File: config.mk
export PLATFORM = sky130hd
export DESIGN_NAME = poly_note_gen
export DESIGN_NICKNAME = d
export VERILOG_FILES = /design/src/rtl/note_pkg.sv /design/src/rtl/note_channel.sv /design/src/rtl/poly_note_gen.sv
export SDC_FILE = /design/constraint.sdc
export NUM_CORES = 1
export LEC_CHECK = 0
export ABC_AREA = 1
export BUFFER_PORTS_ARGS = -buffer_cell sky130_fd_sc_hd__buf_2
export CAP_MARGIN = 20
export CORE_UTILIZATION = 60
export DETAILED_ROUTE_END_ITERATION = 10
export PLACE_DENSITY = 0.85
export SYNTH_ARGS = -nofsm -noshare
export SYNTH_HDL_FRONTEND = slang
export SYNTH_SLANG_ARGS = --single-unit
File: constraint.sdc
create_clock -name clk -period 15.55 [get_ports clk]
set_input_delay 2.3325 -clock clk [delete_from_list [all_inputs] [get_ports clk]]
set_output_delay 2.3325 -clock clk [all_outputs]
set_load 0.02 [all_outputs]
File: src/rtl/note_pkg.sv
// Shared types, codes and helpers for the polyphonic note generator.
package note_pkg;

  typedef enum logic [1:0] {
    ENV_IDLE,
    ENV_ATTACK,
    ENV_SUSTAIN,
    ENV_RELEASE
  } env_state_t;

  localparam logic [1:0] MODE_SQ50  = 2'b00;
  localparam logic [1:0] MODE_SQ12  = 2'b01;
  localparam logic [1:0] MODE_NOISE = 2'b10;
  localparam logic [1:0] MODE_MUTE  = 2'b11;

  // Pan codes 00 and 11 both feed the two sides.
  localparam logic [1:0] PAN_LEFT  = 2'b01;
  localparam logic [1:0] PAN_RIGHT = 2'b10;

  // Fibonacci taps 16,14,13,11 expressed as a mask over bits [15:0].
  localparam logic [15:0] LFSR_SEED = 16'hACE1;
  localparam logic [15:0] LFSR_TAPS = 16'hB400;

  localparam int         VOL_STEP = 1024;
  localparam logic [3:0] ENV_MAX  = 4'd15;

  function automatic logic signed [15:0] sat16(input logic signed [31:0] v);
    if (v > 32'sd32767)
      return 16'sh7FFF;
    else if (v < -32'sd32768)
      return 16'sh8000;
    else
      return v[15:0];
  endfunction

endpackage

File: src/rtl/note_channel.sv
// One voice: phase divider, duty/noise waveform, ASR envelope and signed
// contribution to the mixer.
module note_channel
  import note_pkg::*;
#(
  parameter int DIV_W = 22
) (
  input  logic                    clk,
  input  logic                    rst,
  input  logic                    tick,
  input  logic                    noise_bit,
  input  logic [DIV_W-1:0]        note_div,
  input  logic                    gate,
  input  logic [1:0]              mode,
  input  logic [2:0]              volume,
  output logic signed [16:0]      contrib
);

  logic [DIV_W-1:0] cnt;
  logic             rest;
  logic             wrap;
  logic             noise_sign;
  logic             high;
  env_state_t       state, state_next;
  logic [3:0]       env, env_next;
  logic [12:0]      amp;

  assign rest = (note_div <= DIV_W'(1));
  // A shrinking divider below the current count also counts as a wrap.
  assign wrap = !rest && (cnt >= note_div - DIV_W'(1));

  always_ff @(posedge clk or negedge rst) begin
    if (!rst) begin
      cnt        <= '0;
      noise_sign <= 1'b0;
      state      <= ENV_IDLE;
      env        <= 4'd0;
    end else begin
      if (rest || wrap)
        cnt <= '0;
      else
        cnt <= cnt + DIV_W'(1);
      if (wrap)
        noise_sign <= noise_bit;
      state <= state_next;
      env   <= env_next;
    end
  end

  always_comb begin
    high = 1'b0;
    case (mode)
      MODE_SQ50:  high = (cnt < (note_div >> 1));
      MODE_SQ12:  high = (cnt < (note_div >> 3));
      MODE_NOISE: high = noise_sign;
      default:    high = 1'b0;
    endcase
  end

  // Transitions first; a coincident tick then steps the level in the new state.
  always_comb begin
    state_next = state;
    env_next   = env;
    case (state)
      ENV_IDLE:
        if (gate) state_next = ENV_ATTACK;
      ENV_ATTACK:
        if (!gate) state_next = ENV_RELEASE;
        else if (env == ENV_MAX) state_next = ENV_SUSTAIN;
      ENV_SUSTAIN:
        if (!gate) state_next = ENV_RELEASE;
      ENV_RELEASE:
        if (gate) state_next = ENV_ATTACK;
        else if (env == 4'd0) state_next = ENV_IDLE;
      default:
        state_next = ENV_IDLE;
    endcase
    if (tick) begin
      case (state_next)
        ENV_ATTACK:  if (env != ENV_MAX) env_next = env + 4'd1;
        ENV_RELEASE: if (env != 4'd0) env_next = env - 4'd1;
        ENV_SUSTAIN: env_next = ENV_MAX;
        default:     env_next = 4'd0;
      endcase
    end
  end

  assign amp = 13'((32'(volume) * VOL_STEP * 32'(env)) >> 4);

  always_comb begin
    contrib = '0;
    if (mode != MODE_MUTE && !rest && env != 4'd0)
      contrib = high ? $signed({4'b0, amp}) : -$signed({4'b0, amp});
  end

endmodule

File: src/rtl/poly_note_gen.sv
// Multi-voice note generator: shared envelope prescaler and noise LFSR,
// NUM_CH voices, and a pan-aware saturating stereo mixer.
module poly_note_gen
  import note_pkg::*;
#(
  parameter int NUM_CH       = 4,
  parameter int DIV_W        = 22,
  parameter int ENV_STEP_DIV = 100_000
) (
  input  logic                      clk,
  input  logic                      rst,
  input  logic [NUM_CH*DIV_W-1:0]   note_div,
  input  logic [NUM_CH-1:0]         gate,
  input  logic [2*NUM_CH-1:0]       mode,
  input  logic [3*NUM_CH-1:0]       volume,
  input  logic [2*NUM_CH-1:0]       pan,
  output logic signed [15:0]        audio_left,
  output logic signed [15:0]        audio_right
);

  localparam int PRE_W = (ENV_STEP_DIV > 1) ? $clog2(ENV_STEP_DIV) : 1;
  localparam int SUM_W = $clog2(NUM_CH) + 17;

  logic [PRE_W-1:0]        presc;
  logic                    tick;
  logic [15:0]             lfsr;
  logic signed [16:0]      contrib [NUM_CH];
  logic signed [SUM_W-1:0] left_sum, right_sum;

  assign tick = (presc == PRE_W'(ENV_STEP_DIV - 1));

  always_ff @(posedge clk or negedge rst) begin
    if (!rst) begin
      presc <= '0;
      lfsr  <= LFSR_SEED;
    end else begin
      presc <= tick ? '0 : presc + PRE_W'(1);
      lfsr  <= {lfsr[14:0], ^(lfsr & LFSR_TAPS)};
    end
  end

  for (genvar i = 0; i < NUM_CH; i++) begin : g_ch
    note_channel #(
      .DIV_W(DIV_W)
    ) u_ch (
      .clk       (clk),
      .rst       (rst),
      .tick      (tick),
      .noise_bit (lfsr[15]),
      .note_div  (note_div[i*DIV_W +: DIV_W]),
      .gate      (gate[i]),
      .mode      (mode[2*i +: 2]),
      .volume    (volume[3*i +: 3]),
      .contrib   (contrib[i])
    );
  end

  always_comb begin
    left_sum  = '0;
    right_sum = '0;
    for (int i = 0; i < NUM_CH; i++) begin
      if (pan[2*i +: 2] != PAN_RIGHT)
        left_sum = left_sum + SUM_W'(contrib[i]);
      if (pan[2*i +: 2] != PAN_LEFT)
        right_sum = right_sum + SUM_W'(contrib[i]);
    end
  end

  always_ff @(posedge clk or negedge rst) begin
    if (!rst) begin
      audio_left  <= '0;
      audio_right <= '0;
    end else begin
      audio_left  <= sat16(32'(left_sum));
      audio_right <= sat16(32'(right_sum));
    end
  end

endmodule

==> Word level (Yosys, flattened, before mapping) <==
Cells that the tools add are included.
{ "op_classes": {"div": 0, "n_mux": 69, "n_reduce_logical": 41, "multipliers": 4, "bitwise_logic": 0, "order_cmp": 20, "n_addsub": 27, "shift": 0, "eq_ne": 61} }
{ "op_table": {"columns": ["op", "n"], "rows": [
  ["17-bit 2-to-1 mux", 9],
  ["19-bit 2-to-1 mux", 8],
  ["19-bit by 17-bit adder with 19-bit output", 6],
  ["22-bit by 1-bit adder with 22-bit output, second input constant", 4],
  ["22-bit >= comparator", 4],
  ["22-bit by 1-bit <= comparator with 1-bit output, second input constant", 4],
  ["22-bit by 19-bit less-than comparator with 1-bit output", 4],
  ["22-bit by 21-bit less-than comparator with 1-bit output", 4],
  ["22-bit 2-to-1 mux", 4],
  ["22-bit by 1-bit subtractor with 22-bit output, second input constant", 4],
  ["13-bit negator with 17-bit output", 4],
  ["16-bit 2-to-1 mux", 4],
  ["2-bit 2-to-1 mux", 24],
  ["4-bit case mux with 3 select lines", 4],
  ["2-bit equality test, second input constant", 20],
  ["19-bit by 16-bit > comparator with 1-bit output, second input constant", 2],
  ["19-bit by 16-bit less-than comparator with 1-bit output, second input constant", 2],
  ["4-bit 2-to-1 mux", 8],
  ["2-bit case mux with 4 select lines", 4],
  ["3-bit by 4-bit multiplier with 7-bit output", 4],
  ["2-bit by 1-bit equality test with 1-bit output, second input constant", 12],
  ["2-bit by 1-bit inequality test with 1-bit output, second input constant", 12],
  ["17-bit by 1-bit adder with 17-bit output, second input constant", 1],
  ["17-bit equality test, second input constant", 1],
  ["14 further kinds", 69]
]} }
{ "totals": {"mem_bits_ro": 0, "inputBits": 122, "register_bits": 181, "elab_cells": 242, "mem_count": 0, "ramBits": 0, "latchBits": 0} }

==> Depth between registers and ports, before layout <==
{ "depth": {"ltp_word": 15, "depth_mapped": 56, "mapped_depth_nobuf": 56} }

==> Cells and area by module <==
From an unflattened synthesis, not the netlist that was laid out.
{ "unflattened": {"hier_cells": 4134, "area_unflattened_um2": 27211.1} }
{ "by_module_without_submodules": {"columns": ["module", "n_inst", "area_each_um2", "cells_per_inst"], "rows": [
  ["poly_note_gen", 1, 9457.8, 1493],
  ["note_channel at g_ch[1].u_ch ...", 2, 4508.1, 673],
  ["note_channel at g_ch[0].u_ch", 1, 4410.5, 656],
  ["note_channel at g_ch[2].u_ch", 1, 4326.6, 639]
]} }

==> Worst setup path before layout <==
Ideal clock, no wire load.
{ "synth_path": {"kind": "in2reg", "from": "input port volume[2]", "to": "register audio_left[6]", "path_slack_ns": 7.122, "setup_ns": 0.127, "cell_stages": 44, "required_ns": 15.423, "arrival_ns": 8.301, "cell_sequence": "nand2_1 > inv_1 > fa_1 > ha_1 > fa_1 > xor2_1 > inv_1 > nand3_1 > a31o_2 > nand3_1 > nor2_1 > ha_1 > a21oi_1 > nand2_1 > a21oi_1 > xor2_1 > nand2_1 > o21a_1 > [... 8 more ...] > nand2_1 > inv_1 > a221oi_1 > nand2_1 > a21oi_1 > o21bai_1 > nand2_1 > nand2_1 > a21oi_1 > a21oi_1 > o21ai_0 > xnor2_1 > nand3b_1 > nand2_2 > inv_2 > nand2_4 > nand2_1 > nand2_1"} }
{ "synth_via": {"elab_chain_cells": 14, "word_cells_on_any_way": 15, "classes_between": "add/sub (4); mul (1); order compare (2); mux (8)"} }
{ "synth_rtl": {"columns": ["item", "line", "rtl"], "rows": [
  ["from (decl)", "poly_note_gen.sv:15", "input logic [3*NUM_CH-1:0] volume,"],
  ["3-bit by 4-bit multiplier with 7-bit output (*)", "note_channel.sv:88", "assign amp = 13'((32'(volume) * VOL_STEP * 32'(env)) >> 4);"],
  ["13-bit negator with 17-bit output", "note_channel.sv:93", "contrib = high ? $signed({4'b0, amp}) : -$signed({4'b0, amp});"],
  ["17-bit 2-to-1 mux (*)", "note_channel.sv:93", null],
  ["17-bit 2-to-1 mux (*)", "note_channel.sv:92", "if (mode != MODE_MUTE && !rest && env != 4'd0)"],
  ["19-bit 2-to-1 mux (*)", "poly_note_gen.sv:62", "if (pan[2*i +: 2] != PAN_RIGHT)"],
  ["19-bit by 17-bit adder with 19-bit output", "poly_note_gen.sv:63", "left_sum = left_sum + SUM_W'(contrib[i]);"],
  ["19-bit 2-to-1 mux (*)", "poly_note_gen.sv:62", null],
  ["19-bit by 17-bit adder with 19-bit output", "poly_note_gen.sv:63", null],
  ["19-bit 2-to-1 mux (*)", "poly_note_gen.sv:62", null],
  ["19-bit by 17-bit adder with 19-bit output", "poly_note_gen.sv:63", null],
  ["19-bit 2-to-1 mux (*)", "poly_note_gen.sv:62", null],
  ["19-bit by 16-bit less-than comparator with 1-bit output", "note_pkg.sv:30", "else if (v < -32'sd32768)"],
  ["16-bit 2-to-1 mux", "note_pkg.sv:30", null],
  ["16-bit 2-to-1 mux (*)", "note_pkg.sv:28", "if (v > 32'sd32767)"],
  ["to (signal assigned)", "poly_note_gen.sv:74", "audio_left <= sat16(32'(left_sum));"],
  ["to (decl)", "poly_note_gen.sv:17", "output logic signed [15:0] audio_left,"]
]} }
Every way passes the cells marked *; elsewhere a longest branch is shown, timed or not.
A chain may end at the register's enable or synchronous reset.

==> Final worst setup path <==
{ "layout_path": {"from": "input port volume[2]", "to": "register audio_left[12]"} }
Same word-level chain as after synthesis.

==> metrics <==
Synth Warn #=0; Routed Antenna Nets=0; Power Total=~3100 uW; Main synth FF type=dfrtp_1; area delta synth->final=8.30%; Tcrit/Tclk final=58.0%; ratio of cells with drive above 1 in the final layout=approximately 9.1%; Inserted Diodes=0; Reg clk slew, reported paths=~0.08 ns; GR Util met3=under 10%; Syn Area/Cell=6.89 sq um; Worst VDD drop=0.000115 V; Slew Viols, Final=0; CTS tree=yes; Startpoint Class=input port; CP Capture Type=flip-flop; first-pass GRT wire length=about 92,000 um; capturing point of the worst reg2reg path=audio_left[12]$_DFF_PN0_; I/O Pins=154; height of the die=192 um; post-detail-place hpwl=45,400 um; port bufs=153; crit path to=audio_left[12]$_DFF_PN0_; Setup-failing EPs final=0; initial antenna violation count=0; Tightest Hold Check Type=reg -> reg; outcome=finished clean; DR vias/cell=5.63; Final WS setup=6.54 ns; global placer's final weighted congestion=0.954; reg2reg path depth=44; die area=37,000 sq um; met1 usage=between 30% and 40%; #FFs+latches synth=171; Post-Synthesis Cells=between 3,000 and 4,000; CP max stage cell=fa_1; chip width=192 um; sequential element share of the synthesized area=19.7%; H-tree depth=4; root buf cell=clkbuf_16; core area=35,600 sq um; P_leak=between 0.01 and 0.015 uW; Hold Crit Start=lfsr[9]$_DFF_PN0_; Rel. slew slack=22.5%; met2 Use GR=53.7%; crit path kind=in -> reg; CP Launch Point=volume[2]; Cell Rows=69; Num Clock Sinks=171; PwrDens=about 130 nW/um^2; GRT Residual Overflow=0; crit path max fanout=9; Data arrival, critical path=9.34 ns; Setup TNS=0 ns; Syn Nets=3,652; Initial Utilization=61.1%; most frequent cells in the layout=nand2_1 (644), inv_1 (509), ha_1 (357); CP dominant cell by count=nand2_1; pre-CTS setup slack=around 6.2 ns; Fmax=111 MHz; Tot GR Track Use=between 30% and 40%; Worst-Skew Late Latency=0.45 ns; launch point of the worst reg-to-reg path=g_ch[1].u_ch.env[0]$_DFFE_PN0P_; Pre-antenna DRT Iters=6; Nets=between 3,000 and 4,000; Post-synth EDFFs=0; cts hold-fix bufs=0; PostCTS Resize Cnt=0; Top delay family on crit path=adder cells; MaxCap Viol Count=0; fin crit period=roughly 9 ns; Remaining DRCs=0; vias in the first global route=20,560; via count=21,263; Worst path max stage delay=approximately 0.48 ns; total CTS buffers=17; Final Skew=about 0.014 ns; final core utilization=66.1%; CP Data Required Time=approximately 16 ns; Setup Buffers After CTS=0; global route hottest layer=met2; Reg2Reg Setup Slack=between 8 and 9 ns; final hold vios=0; synthesized cell area=21,700 sq um; clock buffer depth=2; unique cell type count in the Yosys netlist=68; Worst Path Buf+Inv=6; worst slew pin tran=1.15 ns; most common cell after layout, fill and taps aside=nand2_1; largest net degree at the start of global routing=65; DRT Wirelength=55,100 um; initial DRC count=around 1,400; RSZ-0062 raised after global routing=false; stages on the worst setup path=45; drt wl/cell=14.6 um; async set-or-reset flop fraction in the synthesized netlist=100%
-- cells by family after synthesis --
| logic type | Yosys count | synth area share (%) |
|---|---|---|
| multiplexers | 1 | 0.0518 |
| AND/OR/NAND/NOR | 1414 | 29.2 |
| adder cells (fa/ha/maj) | 377 | 22.4 |
| flip-flops | 171 | 19.7 |
| buffers and inverters | 560 | 9.87 |
| XOR/XNOR | 152 | 6.13 |
| AO/OA/AOI/OAI | 478 | 12.6 |
-- layout make-up --
| class | count | area, sq um |
|---|---|---|
| Multi-Input combinational cell | 2422 | 15300 |
| Fill cell | 3134 | 12000 |
| Sequential cell | 171 | 4290 |
| Inverter | 530 | 1990 |
| Timing Repair Buffer | 158 | 813 |
| Tap cell | 461 | 577 |
| Clock buffer | 20 | 447 |
| Clock inverter | 12 | 121 |
-- report_power, final --
group          total, uW  internal (uW)  switching [uW]
registers            662            548             114
logic               1970            743            1230
clock network        430            218             212
total               3070           1510            1560
-- worst reg2reg max path: cells and delay by family (launching register included) --
family | cells | cell delay, ns
fa+ha+maj | 6 | 2.17
xor+xnor | 3 | 0.55
simple gates | 19 | 2.12
compound gates | 11 | 1.75
buf+inv | 5 | 0.34
flops | 1 | 0.50
-- worst min-delay path by stage --
| stage | to | slack [ns] | cells past startpoint |
|---|---|---|---|
| global placement | lfsr[4]$_DFF_PN0_ | 0.34 | 0 |
| global route | lfsr[15]$_DFF_PN1_ | 0.36 | 0 |
| floorplan | lfsr[2]$_DFF_PN0_ | 0.33 | 0 |
| finish | lfsr[10]$_DFF_PN1_ | 0.34 | 0 |
| CTS | lfsr[10]$_DFF_PN1_ | 0.35 | 0 |
| detailed placement | lfsr[10]$_DFF_PN1_ | 0.34 | 0 |
-- per-stage QoR --
stage                     hold slack, ns  instances  area, sq um
final                              0.344       3774        23500
after global routing               0.356       3774        23500
after CTS                          0.345       3773        23500
after detailed placement           0.338       3741        22900
after global placement             0.337       3741        22900
after floorplan                    0.331       3153        21700
-- routing by layer --
metal / vias to the layer above / routed length [um]
li1: 10701 / -
met1: 9860 / 24400
met2: 595 / 26600
met3: 107 / 2730
met4: 0 / 1350
met5: - / 0
-- flip-flops by register name (all words and copies together) (netlist names) --
name and cells:
g_ch.u_ch.cnt 88, presc 17, g_ch.u_ch.env 16, lfsr 16
audio_left 11, audio_right 11, g_ch.u_ch.state 8, g_ch.u_ch.noise_sign 4
-- cells in the mapped netlist, types with 21 or more instances --
library cell  count  share of area (%)
nor2_1          321                5.5
o21ai_0         107                2.5
ha_1            357                 21
inv_1           509                8.8
dfrtp_1         163                 19
nand3_1         146                3.4
nor3_1          111                2.6
nand2_2          21               0.60
nor3b_1          27               0.93
xnor2_1          36                1.5
nand2_1         644                 11
nand4_1          49                1.4
xor2_1          116                4.7
a21oi_1         248                5.7
Power figures use the tool's default switching activity.
